==> src/rtl/bsort_ctrl.sv <==
// bsort_ctrl: load/bubble-sort/unload sequencer driving a 2R/2W register file.
module bsort_ctrl #(
  parameter int WIDTH = 8,
  parameter int N     = 8,
  parameter int IDXW  = 3
) (
  input  logic             clk,
  input  logic             rst,
  input  logic             i_start,
  input  logic             i_in_valid,
  input  logic [WIDTH-1:0] i_in_data,
  output logic             o_in_ready,
  output logic             o_out_valid,
  output logic [WIDTH-1:0] o_out_data,
  input  logic             i_out_ready,
  output logic             o_out_last,
  output logic             o_busy,
  output logic             o_sorted,
  output logic             o_rf_qin,
  output logic [WIDTH-1:0] o_rf_data,
  output logic             o_rf_w_en,
  output logic [IDXW-1:0]  o_rf_aindex,
  output logic [IDXW-1:0]  o_rf_bindex,
  output logic [WIDTH-1:0] o_rf_dina,
  output logic [WIDTH-1:0] o_rf_dinb,
  input  logic [WIDTH-1:0] i_rf_aout,
  input  logic [WIDTH-1:0] i_rf_bout
);
  localparam logic [1:0] S_IDLE   = 2'd0;
  localparam logic [1:0] S_LOAD   = 2'd1;
  localparam logic [1:0] S_SORT   = 2'd2;
  localparam logic [1:0] S_UNLOAD = 2'd3;
  localparam logic [IDXW-1:0] L_LAST = IDXW'(N - 1);
  localparam logic [IDXW-1:0] L_NM2  = IDXW'(N - 2);
  logic [1:0]      r_state;
  logic [IDXW-1:0] r_cnt, r_p, r_j, r_k;
  logic            r_swapped;
  logic            w_load, w_sort, w_unload, w_gt, w_pass_end, w_done;
  assign w_load     = r_state == S_LOAD;
  assign w_sort     = r_state == S_SORT;
  assign w_unload   = r_state == S_UNLOAD;
  assign w_gt       = i_rf_aout > i_rf_bout;
  assign w_pass_end = r_j == L_NM2 - r_p;
  // a swap in the final compare of a pass still forces another pass
  assign w_done     = w_pass_end && (!(r_swapped || w_gt) || r_p == L_NM2);
  always_ff @(posedge clk) begin
    if (rst) begin
      r_state   <= S_IDLE;
      r_cnt     <= '0;
      r_p       <= '0;
      r_j       <= '0;
      r_k       <= '0;
      r_swapped <= 1'b0;
    end else begin
      case (r_state)
        S_IDLE: if (i_start) begin
          r_state <= S_LOAD;
          r_cnt   <= '0;
        end
        S_LOAD: if (i_in_valid) begin
          r_cnt <= r_cnt + 1'b1;
          if (r_cnt == L_LAST) begin
            r_state   <= S_SORT;
            r_p       <= '0;
            r_j       <= '0;
            r_swapped <= 1'b0;
          end
        end
        S_SORT: if (w_done) begin
          r_state <= S_UNLOAD;
          r_k     <= '0;
        end else if (w_pass_end) begin
          r_p       <= r_p + 1'b1;
          r_j       <= '0;
          r_swapped <= 1'b0;
        end else begin
          r_j       <= r_j + 1'b1;
          r_swapped <= r_swapped | w_gt;
        end
        default: if (i_out_ready) begin
          if (r_k == L_LAST) r_state <= S_IDLE;
          else r_k <= r_k + 1'b1;
        end
      endcase
    end
  end
  assign o_in_ready  = w_load;
  assign o_rf_qin    = w_load & i_in_valid;
  assign o_rf_data   = i_in_data;
  assign o_rf_w_en   = w_sort & w_gt;
  assign o_rf_dina   = o_rf_w_en ? i_rf_bout : '0;
  assign o_rf_dinb   = o_rf_w_en ? i_rf_aout : '0;
  assign o_rf_aindex = w_sort ? r_j : w_unload ? r_k : '0;
  assign o_rf_bindex = w_sort ? r_j + 1'b1 : '0;
  assign o_out_valid = w_unload;
  assign o_out_data  = w_unload ? i_rf_aout : '0;
  assign o_out_last  = w_unload && r_k == L_LAST;
  assign o_busy      = r_state != S_IDLE;
  assign o_sorted    = w_sort & w_done;
endmodule
==> config.mk <==
export PLATFORM = sky130hd
export DESIGN_NAME = bsort_ctrl
export DESIGN_NICKNAME = d
export VERILOG_FILES = /design/src/rtl/bsort_ctrl.sv
export SDC_FILE = /design/constraint.sdc
export NUM_CORES = 1
export LEC_CHECK = 0
export ABC_AREA = 1
export ABC_CLOCK_PERIOD_IN_PS = 2600
export CAP_MARGIN = 20
export CORE_MARGIN = 5
export CORE_UTILIZATION = 41
export CTS_BUF_LIST = sky130_fd_sc_hd__clkbuf_4 sky130_fd_sc_hd__clkbuf_8 sky130_fd_sc_hd__clkbuf_16
export CTS_CLUSTER_DIAMETER = 120
export DETAILED_ROUTE_END_ITERATION = 7
export GPL_ROUTABILITY_DRIVEN = 0
export PLACE_DENSITY_LB_ADDON = 0.05
export SYNTH_ARGS = -nofsm -noshare
export SYNTH_HDL_FRONTEND = slang
export SYNTH_SLANG_ARGS = --single-unit
==> constraint.sdc <==
create_clock -name clk -period 2.6 [get_ports clk]
set_input_delay 0.52 -clock clk [delete_from_list [all_inputs] [get_ports clk]]
set_output_delay 0.52 -clock clk [all_outputs]
set_load 0.01 [all_outputs]
# Word level (Yosys, flattened, before mapping)
# Index checks and enable logic that the tools add are counted.
[word_totals]
regBits = 15
latch_bits = 0
ramBits = 0
romBits = 0
input_bits = 29
word_cells = 82
n_memories = 0
[op_classes]
addsub = 5
n_mul = 0
div = 0
magnitude_cmp = 1
n_eq_ne = 14
n_shift = 0
n_mux = 33
bitwise = 5
n_reduce_logical = 18
[op_table]
columns = ["operator", "n"]
rows = [
  ["$mux W3", 14],
  ["$mux W8", 3],
  ["$pmux W3 S2", 4],
  ["$add A3 B1 Y3 const B", 4],
  ["$mux W2", 6],
  ["$eq A3 B3 Y1 const B", 3],
  ["$gt A8 B8 Y1", 1],
  ["$ne A2 B2 Y1 const B", 4],
  ["$reduce_and A4 Y1", 2],
  ["$reduce_bool A2 Y1", 4],
  ["$reduce_bool A4 Y1", 2],
  ["$ne A2 B1 Y1 const B", 3],
  ["$pmux W2 S3", 1],
  ["$reduce_and A6 Y1", 1],
  ["$reduce_and A5 Y1", 1],
  ["$eq A2 B2 Y1 const B", 2],
  ["$mux W1", 4],
  ["$and A1 B1 Y1", 3],
  ["$eq A3 B3 Y1", 1],
  ["$reduce_and A3 Y1", 1],
  ["$sub A3 B3 Y3 const A", 1],
  ["$eq A2 B1 Y1 const B", 1],
  ["$logic_and A1 B1 Y1", 2],
  ["$logic_not A2 Y1", 1],
  ["other kinds (6)", 7],
]

# Longest topological paths before layout
# Gate-level depths: netlist (run 1).
[logic_depth]
depth_word = 7
ltp_mapped = 18

# Worst setup path after synthesis (run 1)
# Ideal clock, no wire load.
[synth_path]
path_kind = "input-to-output"
startpoint = "in i_rf_bout[7]"
endpoint = "out o_rf_dina[4]"
arrival_time_ps = 1860
t_required_ps = 2080
slack_ps = 220
path_stages = 11
n_path_buf = 1
path_cell_list = "inv_1 -> ha_1 -> nand2_1 -> nor2_1 -> nand2_1 -> nand2_1 -> nand2_1 -> nor2_1 -> inv_1 -> buf_2 -> nor2_1"
[synth_via]
elab_chain_len = 3
[synth_rtl]
columns = ["item", "line_no", "rtl"]
rows = [
  ["from (decl)", "27", "input logic [WIDTH-1:0] i_rf_bout"],
  ["$gt A8 B8 Y1", "42", "assign w_gt = i_rf_aout > i_rf_bout;"],
  ["$and A1 B1 Y1", "90", "assign o_rf_w_en = w_sort & w_gt;"],
  ["named net o_rf_w_en", "21", "output logic o_rf_w_en,"],
  ["$mux W8", "91", "assign o_rf_dina = o_rf_w_en ? i_rf_bout : '0;"],
  ["to (decl)", "24", "output logic [WIDTH-1:0] o_rf_dina,"],
]
# The timed path passes the listed nets, and every way through them passes these cells.

# Worst setup path after layout (run 1)
[layout_path]
startpoint = "in i_rf_aout[1]"
endpoint = "out o_rf_dinb[3]"
[layout_via]
elab_chain_len = 3
[layout_rtl]
columns = ["item", "line_no", "rtl"]
rows = [
  ["from (decl)", "26", "input logic [WIDTH-1:0] i_rf_aout,"],
  ["$gt A8 B8 Y1", "42", ""],
  ["$and A1 B1 Y1", "90", ""],
  ["$mux W8", "92", "assign o_rf_dinb = o_rf_w_en ? i_rf_aout : '0;"],
  ["to (decl)", "25", "output logic [WIDTH-1:0] o_rf_dinb,"],
]
# No other way between the ends.

==> results of run 1 <==
[layout by cell type, fill, tap and decap left out, drive strengths merged, types with 3 or more instances in the layout]
cell	count
nor2	53
ha	20
nand3	10
a21oi	11
xor2	3
dfxtp	15
buf	64
clkdlybuf4s50	22
clkdlybuf4s15	4
inv	49
nand2	63
clkbuf	12
[worst min-delay path by stage]
stage                   from        to  slack (ps)  cells after the start
CTS                 r_cnt[0]  r_cnt[0]         470                      1
floorplan           r_cnt[0]  r_cnt[0]         430                      1
finish              r_cnt[0]  r_cnt[0]         460                      1
global route        r_cnt[0]  r_cnt[0]         500                      1
global placement    r_cnt[0]  r_cnt[0]         450                      1
detailed placement  r_cnt[0]  r_cnt[0]         460                      1
[cells by family (layout without fill, tap and decap cells)]
kind of cell    Yosys count  after routing  synth area share, %
compound gates           18             18                7.417
flops                    15             15                20.00
buf+inv                  62            154                18.17
xor+xnor                  4              4                2.334
fa+ha+maj                20             20                16.67
simple gates            130            130                35.42
[metal layers]
layer	wire [um]	global-route usage, %	vias to the layer above	share of wire [%]
met2	2164	32.54	55	48
met5	0	0	-	0
met4	90	5.532	0	2.0
met1	2009	21.59	750	45
li1	-	-	928	-
met3	227	2.590	10	5.1
[sequential cells by signal, indices dropped and copies added (netlist names)]
name and flops:
r_j 3, r_p 3, r_k 3, r_swapped 1, r_cnt 3, r_state 2
[synthesized netlist by cell type]
| library cell | n |
|---|---|
| nand2_2 | 4 |
| ha_1 | 20 |
| a21o_1 | 1 |
| nand2_1 | 59 |
| buf_4 | 8 |
| nor3_1 | 2 |
| nor2_1 | 50 |
| o22ai_1 | 1 |
| nand3b_1 | 1 |
| o21a_1 | 1 |
| a2111oi_2 | 1 |
| nand3_2 | 1 |
| buf_2 | 2 |
| xor2_1 | 3 |
| nand3_1 | 9 |
| dfxtp_1 | 15 |
| xnor2_1 | 1 |
| inv_1 | 49 |
| buf_6 | 1 |
| nor2_2 | 3 |
| a21oi_1 | 11 |
| a2111oi_1 | 1 |
| o21ai_0 | 2 |
| clkbuf_1 | 2 |
| nand4_1 | 1 |
[layout make-up]
type | count | area [um2]
Tap cell | 48 | 60.06
Clock buffer | 4 | 48.80
Timing Repair inverter | 1 | 7.507
Fill cell | 324 | 1142
Multi-Input combinational cell | 172 | 1067
Inverter | 49 | 191.4
Timing Repair Buffer | 100 | 788.3
Sequential cell | 15 | 300.3
[per-stage QoR]
stage / setup TNS, ps / worst slack, ps / area, um2 / cells / hold slack, ps
floorplan: 0 / 220.4 / 1501 / 249 / 428.3
global placement: -11930 / -759.4 / 2208 / 363 / 449.9
detailed placement: -12290 / -738.7 / 2208 / 363 / 455.2
CTS: 0 / 2.639 / 2486 / 386 / 466.3
global route: -112.0 / -38.85 / 2464 / 389 / 498.9
finish: 0 / 87.41 / 2464 / 389 / 461.1
[where the power goes]
group	switching, mW	total, mW	leakage (nW)	internal, mW
Combinational	0.510	0.937	1.23	0.427
Clock	0.0846	0.204	0.0262	0.119
Sequential	0.0555	0.350	0.123	0.294
Total	0.650	1.49	1.38	0.840
[what timing repair did]
action / 4_1_cts / 5_1_grt
resized for setup: 126 / 36
buffers inserted: 18 / 4
pin swaps: 19 / 18
setup endpoints to repair: 18 / 18
gates cloned: 1 / 0
==> run metrics, run 1 <==
CTS H-tree lvls 1; Pwr Density 604.8 nW/um2; Clock transition at path regs 60 ps; CTS root buf clkbuf_8; Yosys top cell area share 20.00%; maximum number of pins on one net before global-route repair 14; Core Util, Final 68.32%; Worst Setup Path Type input pin to output port; crit path DAT 1990 ps; Post-Syn Nets 298; post-cts hold buffer count 0; Crit path required time 2080 ps; area growth from synthesis to layout 64.08%; final wirelength 4491 um; largest cells by area after synthesis dfxtp_1 (20%), ha_1 (17%), nand2_1 (15%); GR Util All Layers 17.94%; CP Depth 15; fin crit period 2513 ps; DR iter-0 viols 69; Avg WL per Cell 11.54 um; boundary pin count 74; RSZ-0062 raised after global routing true; fmax 398.0 MHz; die width 70.52 um; cell taking the most area after synthesis dfxtp_1; worst reg2reg path startpoint r_p[0]; Crit path largest cell delay 260 ps; Synth Instances 249; max_slew headroom 56.10%; antenna fix cells 0; R2R Path End r_state[1]; share of cells above drive strength 1 34.31%; DR vias 1743; CP most frequent cell nand2_1; cell row count 22; Hold WC Path Type flip-flop to flip-flop; port buffer count 57; worst setup path end o_rf_dinb[3]; Mapped Area 1501 um2; max-cap violations 0; via/cell ratio 4.481; Initial Util 41.64%; Netlist cell types 25; clock sinks 15; outcome finished, final reports clean; post-detail-place hpwl 3244 um; die area 4972 um2; CTS tree yes; YS warnings 0; vias in the first global route 1727; Antenna Nets Post-Route 0; later-pin clock latency in the skew report 250 ps; skew final 2.003 ps; register area share after synthesis 20.00%; critical-path cell list buf_2 > ha_4 > nand2_1 > nand2_1 > nand2_1 > nand2_1 > nand2_1 > nand2_1 > nand2_2 > nor2_4 > clkinvlp_4 > buf_6 > buf_6 > nor2_1 > buf_2; CP max-delay cell ha_4; grt ovf 0; syn_area_per_cell 6.030 um2; Core Area 3606 um2; R2R cell count 12; post-synthesis register bit count 15; CP Launch Point i_rf_aout[1]; nets@finish 391; Critical Path Fanout Max 4; final worst path period share 96.64%; static leakage 1.380 nW; Critical Path Source Type input pin; DRC viols 0; Worst Setup End Kind output port; r2r setup slk 710 ps; Worst-Margin Slew 657.2 ps; CP top delay family buffers and inverters; Max VDD drop 0.0005566 V; final hold vios 0; Pre-antenna DRT Iters 4; clock tree buffer depth 2; count of final setup violators 0; CTS Buf Count 3; first-pass GRT wire length 7417 um; Max Slew Vio Count 0; worst path bufs/invs 5; Die H 70.52 um; initial antenna violation count 0; Final Power 1.490 mW
Power figures use the tool's default switching activity.
==> run 2: changes to the inputs <==
Settings changed: SLEW_MARGIN from default to 5.
==> results of run 2 <==
The final DEF is identical to that of run 1; final timing and power are the same.
